--- src/rtl/nts_engine_pkg.sv ---
// Shared definitions for the NTS engine control path.
// State codes are fixed so software reading o_state sees stable values.
package nts_engine_pkg;

    localparam int STATE_W = 4;

    typedef enum logic [STATE_W-1:0] {
        ST_RESET        = 4'h0,
        ST_EMPTY        = 4'h1,
        ST_COPY         = 4'h2,
        ST_PROCESS      = 4'h3,
        ST_DONE         = 4'h4,
        ST_ERR_BAD      = 4'hC,
        ST_ERR_OVERFLOW = 4'hD,
        ST_ERR_TIMEOUT  = 4'hE
    } state_e;

endpackage

--- src/rtl/nts_sat_counter.sv ---
// Saturating event counter; a clear beats a coincident increment.
module nts_sat_counter #(
    parameter int WIDTH = 32
) (
    input  logic             i_clk,
    input  logic             i_areset,
    input  logic             i_clear,
    input  logic             i_inc,
    output logic [WIDTH-1:0] o_count
);

    logic [WIDTH-1:0] count_q;
    logic [WIDTH-1:0] count_d;

    always_comb begin
        count_d = count_q;
        if (i_clear) begin
            count_d = '0;
        end else if (i_inc && (count_q != '1)) begin
            count_d = count_q + WIDTH'(1);
        end
    end

    always_ff @(posedge i_clk or posedge i_areset) begin
        if (i_areset) begin
            count_q <= '0;
        end else begin
            count_q <= count_d;
        end
    end

    assign o_count = count_q;

endmodule

--- src/rtl/nts_engine_ctrl.sv ---
// NTS engine control FSM: dispatcher intake, parser handshake,
// parse watchdog and per-outcome saturating statistics.
module nts_engine_ctrl
    import nts_engine_pkg::*;
#(
    parameter int TIMEOUT_WIDTH = 16,
    parameter int COUNTER_WIDTH = 32
) (
    input  logic                     i_clk,
    input  logic                     i_areset,
    input  logic                     i_dispatch_packet_available,
    input  logic                     i_dispatch_fifo_empty,
    input  logic                     i_buffer_overflow,
    input  logic                     i_parser_done,
    input  logic                     i_parser_error,
    input  logic [TIMEOUT_WIDTH-1:0] i_timeout_cycles,
    input  logic                     i_clear_stats,
    output logic                     o_clear,
    output logic                     o_parser_start,
    output logic                     o_dispatch_packet_read_discard,
    output logic                     o_busy,
    output logic [STATE_W-1:0]       o_state,
    output logic [COUNTER_WIDTH-1:0] o_cnt_processed,
    output logic [COUNTER_WIDTH-1:0] o_cnt_bad,
    output logic [COUNTER_WIDTH-1:0] o_cnt_overflow,
    output logic [COUNTER_WIDTH-1:0] o_cnt_timeout
);

    state_e                   state_q, state_d;
    logic [TIMEOUT_WIDTH-1:0] timer_q, timer_d;
    logic                     start_q, start_d;
    logic                     discard_q, discard_d;
    logic                     busy_q, busy_d;
    logic                     inc_proc, inc_bad, inc_ovf, inc_tmo;
    logic                     wd_expired;

    // Watchdog fires on the last allowed PROCESS cycle; zero disables it.
    assign wd_expired = (i_timeout_cycles != '0) &&
        (timer_q == i_timeout_cycles - TIMEOUT_WIDTH'(1));

    always_comb begin
        state_d   = state_q;
        timer_d   = timer_q;
        start_d   = 1'b0;
        discard_d = 1'b0;
        busy_d    = busy_q;
        inc_proc  = 1'b0;
        inc_bad   = 1'b0;
        inc_ovf   = 1'b0;
        inc_tmo   = 1'b0;
        case (state_q)
            ST_RESET: begin
                busy_d  = 1'b0;
                state_d = ST_EMPTY;
            end
            ST_EMPTY: begin
                if (i_dispatch_packet_available && !i_dispatch_fifo_empty) begin
                    busy_d  = 1'b1;
                    state_d = ST_COPY;
                end
            end
            ST_COPY: begin
                if (i_buffer_overflow) begin
                    state_d = ST_ERR_OVERFLOW;
                end else if (i_dispatch_fifo_empty) begin
                    start_d = 1'b1;
                    timer_d = '0;
                    state_d = ST_PROCESS;
                end
            end
            ST_PROCESS: begin
                timer_d = timer_q + TIMEOUT_WIDTH'(1);
                if (i_parser_error) begin
                    state_d = ST_ERR_BAD;
                end else if (i_parser_done) begin
                    state_d = ST_DONE;
                end else if (wd_expired) begin
                    state_d = ST_ERR_TIMEOUT;
                end
            end
            ST_DONE, ST_ERR_BAD, ST_ERR_OVERFLOW, ST_ERR_TIMEOUT: begin
                discard_d = 1'b1;
                busy_d    = 1'b0;
                inc_proc  = (state_q == ST_DONE);
                inc_bad   = (state_q == ST_ERR_BAD);
                inc_ovf   = (state_q == ST_ERR_OVERFLOW);
                inc_tmo   = (state_q == ST_ERR_TIMEOUT);
                state_d   = ST_RESET;
            end
            default: begin
                busy_d  = 1'b0;
                state_d = ST_RESET;
            end
        endcase
    end

    always_ff @(posedge i_clk or posedge i_areset) begin
        if (i_areset) begin
            state_q   <= ST_RESET;
            timer_q   <= '0;
            start_q   <= 1'b0;
            discard_q <= 1'b0;
            busy_q    <= 1'b0;
        end else begin
            state_q   <= state_d;
            timer_q   <= timer_d;
            start_q   <= start_d;
            discard_q <= discard_d;
            busy_q    <= busy_d;
        end
    end

    assign o_clear                        = (state_q == ST_RESET);
    assign o_parser_start                 = start_q;
    assign o_dispatch_packet_read_discard = discard_q;
    assign o_busy                         = busy_q;
    assign o_state                        = state_q;

    nts_sat_counter #(.WIDTH(COUNTER_WIDTH)) u_cnt_processed (
        .i_clk    (i_clk),
        .i_areset (i_areset),
        .i_clear  (i_clear_stats),
        .i_inc    (inc_proc),
        .o_count  (o_cnt_processed)
    );

    nts_sat_counter #(.WIDTH(COUNTER_WIDTH)) u_cnt_bad (
        .i_clk    (i_clk),
        .i_areset (i_areset),
        .i_clear  (i_clear_stats),
        .i_inc    (inc_bad),
        .o_count  (o_cnt_bad)
    );

    nts_sat_counter #(.WIDTH(COUNTER_WIDTH)) u_cnt_overflow (
        .i_clk    (i_clk),
        .i_areset (i_areset),
        .i_clear  (i_clear_stats),
        .i_inc    (inc_ovf),
        .o_count  (o_cnt_overflow)
    );

    nts_sat_counter #(.WIDTH(COUNTER_WIDTH)) u_cnt_timeout (
        .i_clk    (i_clk),
        .i_areset (i_areset),
        .i_clear  (i_clear_stats),
        .i_inc    (inc_tmo),
        .o_count  (o_cnt_timeout)
    );

endmodule

--- config.mk ---
export PLATFORM = sky130hd
export DESIGN_NAME = nts_engine_ctrl
export DESIGN_NICKNAME = d
export VERILOG_FILES = /design/src/rtl/nts_engine_pkg.sv /design/src/rtl/nts_sat_counter.sv /design/src/rtl/nts_engine_ctrl.sv
export SDC_FILE = /design/constraint.sdc
export NUM_CORES = 1
export LEC_CHECK = 0
export CORE_ASPECT_RATIO = 1.75
export CORE_MARGIN = 3
export CORE_UTILIZATION = 40
export DETAILED_ROUTE_END_ITERATION = 10
export GPL_ROUTABILITY_DRIVEN = 0
export SYNTH_ARGS = -nofsm -noshare
export SYNTH_HDL_FRONTEND = slang
export SYNTH_SLANG_ARGS = --single-unit
--- constraint.sdc ---
create_clock -name i_clk -period 6.7 [get_ports i_clk]
set_input_delay 1.34 -clock i_clk [delete_from_list [all_inputs] [get_ports i_clk]]
set_output_delay 1.34 -clock i_clk [all_outputs]
set_load 0.005 [all_outputs]
=== Yosys cells after proc, flatten, opt, wreduce, memory -nomap -nowiden ===
Cells that the tools add are included.

* Register bits: 151
* Word-level logic and storage cells: 80
* Output and inout port bits: 136

* Bitwise logic cells: 1
* Multiplexer cells: 28
* Reductions and logical operators: 19
* Equal/unequal tests: 17
* $add $sub $neg: 6

{| class="wikitable"
|+ Operators by type and width
! operator !! number
|-
| $mux 32 || 8
|-
| $add 32x1->32 const B || 4
|-
| $ne 32x32->1 const B || 4
|-
| $mux 16 || 2
|-
| $pmux 16 s2 || 1
|-
| $mux 4 || 6
|-
| $add 16x1->16 const B || 1
|-
| $eq 16x16->1 || 1
|-
| $pmux 4 s4 || 1
|-
| $reduce_bool 16->1 || 1
|-
| $sub 16x1->16 const B || 1
|-
| $eq 4x4->1 const B || 3
|-
| $reduce_bool 2->1 || 5
|-
| $mux 1 || 9
|-
| $eq 4x2->1 const B || 2
|-
| $logic_and 1x1->1 || 6
|-
| $ne 2x2->1 const B || 3
|-
| $reduce_and 3->1 || 2
|-
| $eq 4x1->1 const B || 1
|-
| $eq 4x3->1 const B || 1
|-
| $logic_not 4->1 || 1
|-
| $ne 4x4->1 const B || 1
|-
| $reduce_or 4->1 || 1
|-
| $ne 3x3->1 const B || 1
|-
| other kinds (5) || 5
|}

=== Longest topological paths before layout ===
* Word-level depth: 7
* Depth in mapped cells: 10
* Depth with buffers taken out: 9

=== Modules after synthesis ===
From an unflattened synthesis, not the netlist that was laid out.

* Cells, all modules: 946
* Area, all modules: 8,665.8 sq um

{| class="wikitable"
|+ Modules (own cells, without submodules)
! module !! cells each !! area each (sq um) !! seq. area each (sq um) !! instances
|-
| nts_sat_counter || 186 || 1,740.4 || 800.8 || 4
|-
| nts_engine_ctrl || 202 || 1,704.1 || 575.6 || 1
|}

=== Worst setup path before layout ===
OpenSTA, ideal clock, no wires.

* Path kind: input to register
* Start: input port i_timeout_cycles[0]
* End: register state_q[0], in the netlist o_state[0]
* Setup time: 120 ps
* Slack: 3,439 ps
* Arrival: 3,141 ps
* Stages: 9
* Path buffers: 0
* Path through: inv_1 ha_1 or4b_1 nor4_1 xnor2_1 nand3_1 nor4_1 a31oi_1 a31o_1

* Word-level cells in the longest chain between the ends: 5
* Elaborated cells between the ends (all ways): 6

{| class="wikitable"
|+ RTL lines
! what !! line !! text
|-
| start: declaration || nts_engine_ctrl.sv:16 || <nowiki>input logic [TIMEOUT_WIDTH-1:0] i_timeout_cycles,</nowiki>
|-
| $sub 16x1->16 || nts_engine_ctrl.sv:39 || <nowiki>(timer_q == i_timeout_cycles - TIMEOUT_WIDTH'(1));</nowiki>
|-
| $eq 16x16->1 || nts_engine_ctrl.sv:39 ||
|-
| $logic_and 1x1->1 * || nts_engine_ctrl.sv:38 || <nowiki>assign wd_expired = (i_timeout_cycles != '0) &&</nowiki>
|-
| $ne 4x4->1 (no source line) * || -- ||
|-
| $reduce_and 3->1 (no source line) * || -- ||
|-
| end signal: assignment || nts_engine_ctrl.sv:105 || <nowiki>state_q <= state_d;</nowiki>
|-
| end: declaration || nts_engine_ctrl.sv:29 || <nowiki>state_e state_q, state_d;</nowiki>
|}

Mark *: on every way between the ends. The rest lies on a longest branch, timed or not.
A chain may end at the register's enable or synchronous reset.

=== Worst setup path after layout ===
Ends and elaborated chain as after synthesis.

==> reports/summary.txt <==
result of the run: completed
number of failing setup endpoints in the final timing report: 0
portion of netlist area occupied by mux cells: 0.612%
share of synthesized cell area in and, or, nand and nor gates: 29.1%
Post-Synthesis Cell Area: 0.00818 mm^2
library cells used by synthesis: 59
worst r2r dst: u_cnt_processed.o_count[23]
Most common cell on crit path: nor4_1
gate count after technology mapping: 892
initial cell density of the core: 41.1%
wire length of the first global-routing pass: 35.2 mm
Power Total: 2.11 mW
CP Max Fanout: 8
mean instance size in the synthesized netlist: 9.17 um^2
Bufs on Longest Clock Path: 2
wire length per cell after detailed routing: 16.3 um
required time at the worst-slack endpoint: 7010 ps
Congestion Overflow GR: 0
buffer cell driving the clock tree root: clkbuf_16
routed wire length: 21.3 mm
leading register cell type out of synthesis: dfrtp_1
diode insertion count for antenna repair: 0
Async S/R FF share, synth: 100%
leading cell types in the layout, fill and taps excluded: clkdlybuf4s50_1 (158), nor2_1 (157), dfrtp_1 (151)
number of vias per cell after detailed routing: 5.30
largest family of logic cells by synthesized area: simple AND/OR/NAND/NOR gates
Antenna Violating Nets Remaining: 0
worst reg-to-reg path cell count: 5
slew at the pin closest to its max-slew limit: 974 ps
ratio of total power to cell area: 200 mW/mm^2
share of synthesized area occupied by flip-flops and latches: 46.2%
number of search-and-repair iterations in the first detailed-routing pass: 4
overall global routing resource usage: 19.4%
number of antenna violations at the first check in global routing: 0
headroom to the max-slew limit: 35.1%
count of filler cells inserted in the layout: 1898
number of remaining DRC errors: 0
Hold EP: timer_q[15]
floorplan row count: 68
adder and majority cell fraction of the synthesized area: 0.918%
Hold Path Cell Cnt: 2
maximum number of pins on one net before global-route repair: 73
class of the most critical setup path: input port to register
clock period minus final worst setup slack: 3740 ps
setup repair after global routing missed its margin: no
clock latency on the worst-skew pair: 430 ps
Critical Path AT: 4060 ps
total placed instance area: 0.00999 mm^2
maximum single-stage delay on the critical path: 550 ps
leading cell type in the layout, fill and taps excluded: clkdlybuf4s50_1
DRC marker count from the first detailed-route iteration: 316
count of nets after finishing: 1075
TritonCTS buffer count: 17
number of enable flip-flop cells after synthesis: 0
minimum hold slack: 560 ps
area share of xor/xnor cells in the synthesized design: 14.6%
DP Wirelength: 15.2 mm
clock tree from TritonCTS: done
vias post-DR: 6904
count of synthesis-stage warnings from yosys: 0
count of maximum capacitance violations: 0
number of flip-flops and latches in the synthesized netlist: 151
share of layout cells above drive strength 1: 4.54%
startpoint of the worst-slack reg-to-reg timing path: o_state[0]
Sum Neg Setup Slack: 0 ps
Post-CTS Repair Setup Buffers: 0
leak pwr: 4.17 nW
Die X-Extent: 114 um
worst-path cell with the longest stage delay: clkdlybuf4s50_1
Area growth syn-to-layout: 28.8%
post-CTS resize count: 0
series of cell instances along the critical path: clkdlybuf4s50_1, inv_1, ha_1, or4b_1, nor4_1, xnor2_1, nand3_1, nor4_1, a31oi_1, a31o_1
Finished Cell Area: 0.0105 mm^2
Syn Nets: 922
period utilization: 55.8%
category of the worst setup path launch point: input port
class of the most critical hold timing path: register to register
count of pins on the block boundary: 160
H-Tree Depth: 4
compound-cell area share of the yosys netlist: 6.32%
startpoint of the lowest-slack hold path: timer_q[15]
combined area of the multi-input logic cells: 0.00422 mm^2
cts-stage hold buffer count: 0
achievable clock frequency: 267 MHz
die area: 0.0223 mm^2
category of cells accounting for the largest share of critical-path delay: simple AND/OR/NAND/NOR gates
total count of hold-check failures in the final report: 0
area occupied by registers: 0.00378 mm^2
Slew Limit Fails: 0
vertical extent of the die: 195 um
setup slack of the most critical reg-to-reg path: 4000 ps
Max VDD drop: 0.136 mV
CTS clock-pin slew for the worst setup and hold paths: 60 ps
Port Buf Inserts: 159
clk sinks: 151
worst clock skew: 9.39 ps
vias in the first global route: 6830
worst path buffer plus inverter count: 2
area of the core: 0.0199 mm^2
capturing element type of the critical path: register
[worst max-delay path by stage]
stage | start | end | slack (ps) | cells after the start
5_1_grt | i_timeout_cycles[0] | o_state[0] | 2730 | 10
3_5_place_dp | i_timeout_cycles[0] | o_state[0] | 2510 | 10
4_1_cts | i_timeout_cycles[0] | o_state[0] | 2970 | 10
2_1_floorplan | i_areset | o_busy | 1300 | 1
3_3_place_gp | i_timeout_cycles[0] | o_state[0] | 2580 | 10
6_report | i_timeout_cycles[0] | o_state[0] | 2960 | 10
[flip-flops by register name, indices dropped and copies added (netlist names)]
signal	count
u_cnt_processed.o_count	32
u_cnt_overflow.o_count	32
o_state	4
o_parser_start	1
o_busy	1
u_cnt_timeout.o_count	32
timer_q	16
u_cnt_bad.o_count	32
o_dispatch_packet_read_discard	1
[worst reg2reg max path, cell delays in order, from the launching register on]
cell and delay (ps):
dfrtp_1 560, nor4b_2 810, and4_1 500, nand3_1 250
or3_1 360, a21oi_1 150
[Yosys cell counts (all sizes together), types with 4 or more instances]
cell	count	share of area, %
xor2	69	7.4
or2	5	0.38
xnor2	67	7.2
and4	19	2.0
nand3	50	3.1
nor3b	4	0.43
nor4	15	1.4
nand4	31	2.4
nor2b	4	0.31
or3	29	2.2
o21ai	32	2.0
inv	18	0.83
a21oi	30	1.8
o2111ai	4	0.50
nand2b	4	0.31
dfrtp	151	46
and2	17	1.3
nor2	157	7.2
nand2	69	3.2
ha	6	0.92
mux2i	5	0.61
and3	22	1.7
nor3	25	1.7
buf	5	0.38
clkbuf	23	1.1
[logic make-up (layout without fill, tap and decap cells)]
logic type,count (synthesis),count (layout)
xor gates and xnor gates,136,136
AOI/OAI and AO/OA,85,85
adders and majority gates,6,6
buffers and inverters,46,212
DFF,151,151
muxes,5,5
and+or+nand+nor,463,463
[where the power goes]
part	internal, mW	total [mW]	switching (mW)
Clock	0.538	0.913	0.375
Combinational	0.100	0.210	0.109
Sequential	0.937	0.988	0.0513
Total	1.58	2.11	0.536
[metrics by stage]
step / utilization, % / cells / setup WS [ps]
2_1_floorplan: - / 892 / 1300
3_3_place_gp: 50.2 / 1271 / 2580
3_5_place_dp: 50.2 / 1271 / 2510
4_1_cts: 52.9 / 1303 / 2970
5_1_grt: 52.9 / 1303 / 2730
6_report: 52.9 / 1303 / 2960
[routing by layer]
layer  GRT usage, %  vias up  routed length (um)
li1               -     3388                   -
met4           5.46        0                 327
met2           34.3      131               11200
met1           23.2     3360                8840
met3           4.78       25                 874
met5              0        -                   0
[layout make-up]
type	instances	area share (%)
Multi-Input combinational cell	695	40.0
Inverter	18	0.689
Timing Repair Buffer	162	15.3
Clock inverter	8	0.689
Sequential cell	151	35.8
Tap cell	245	2.91
Clock buffer	24	4.57
Power figures use the tool's default switching activity.
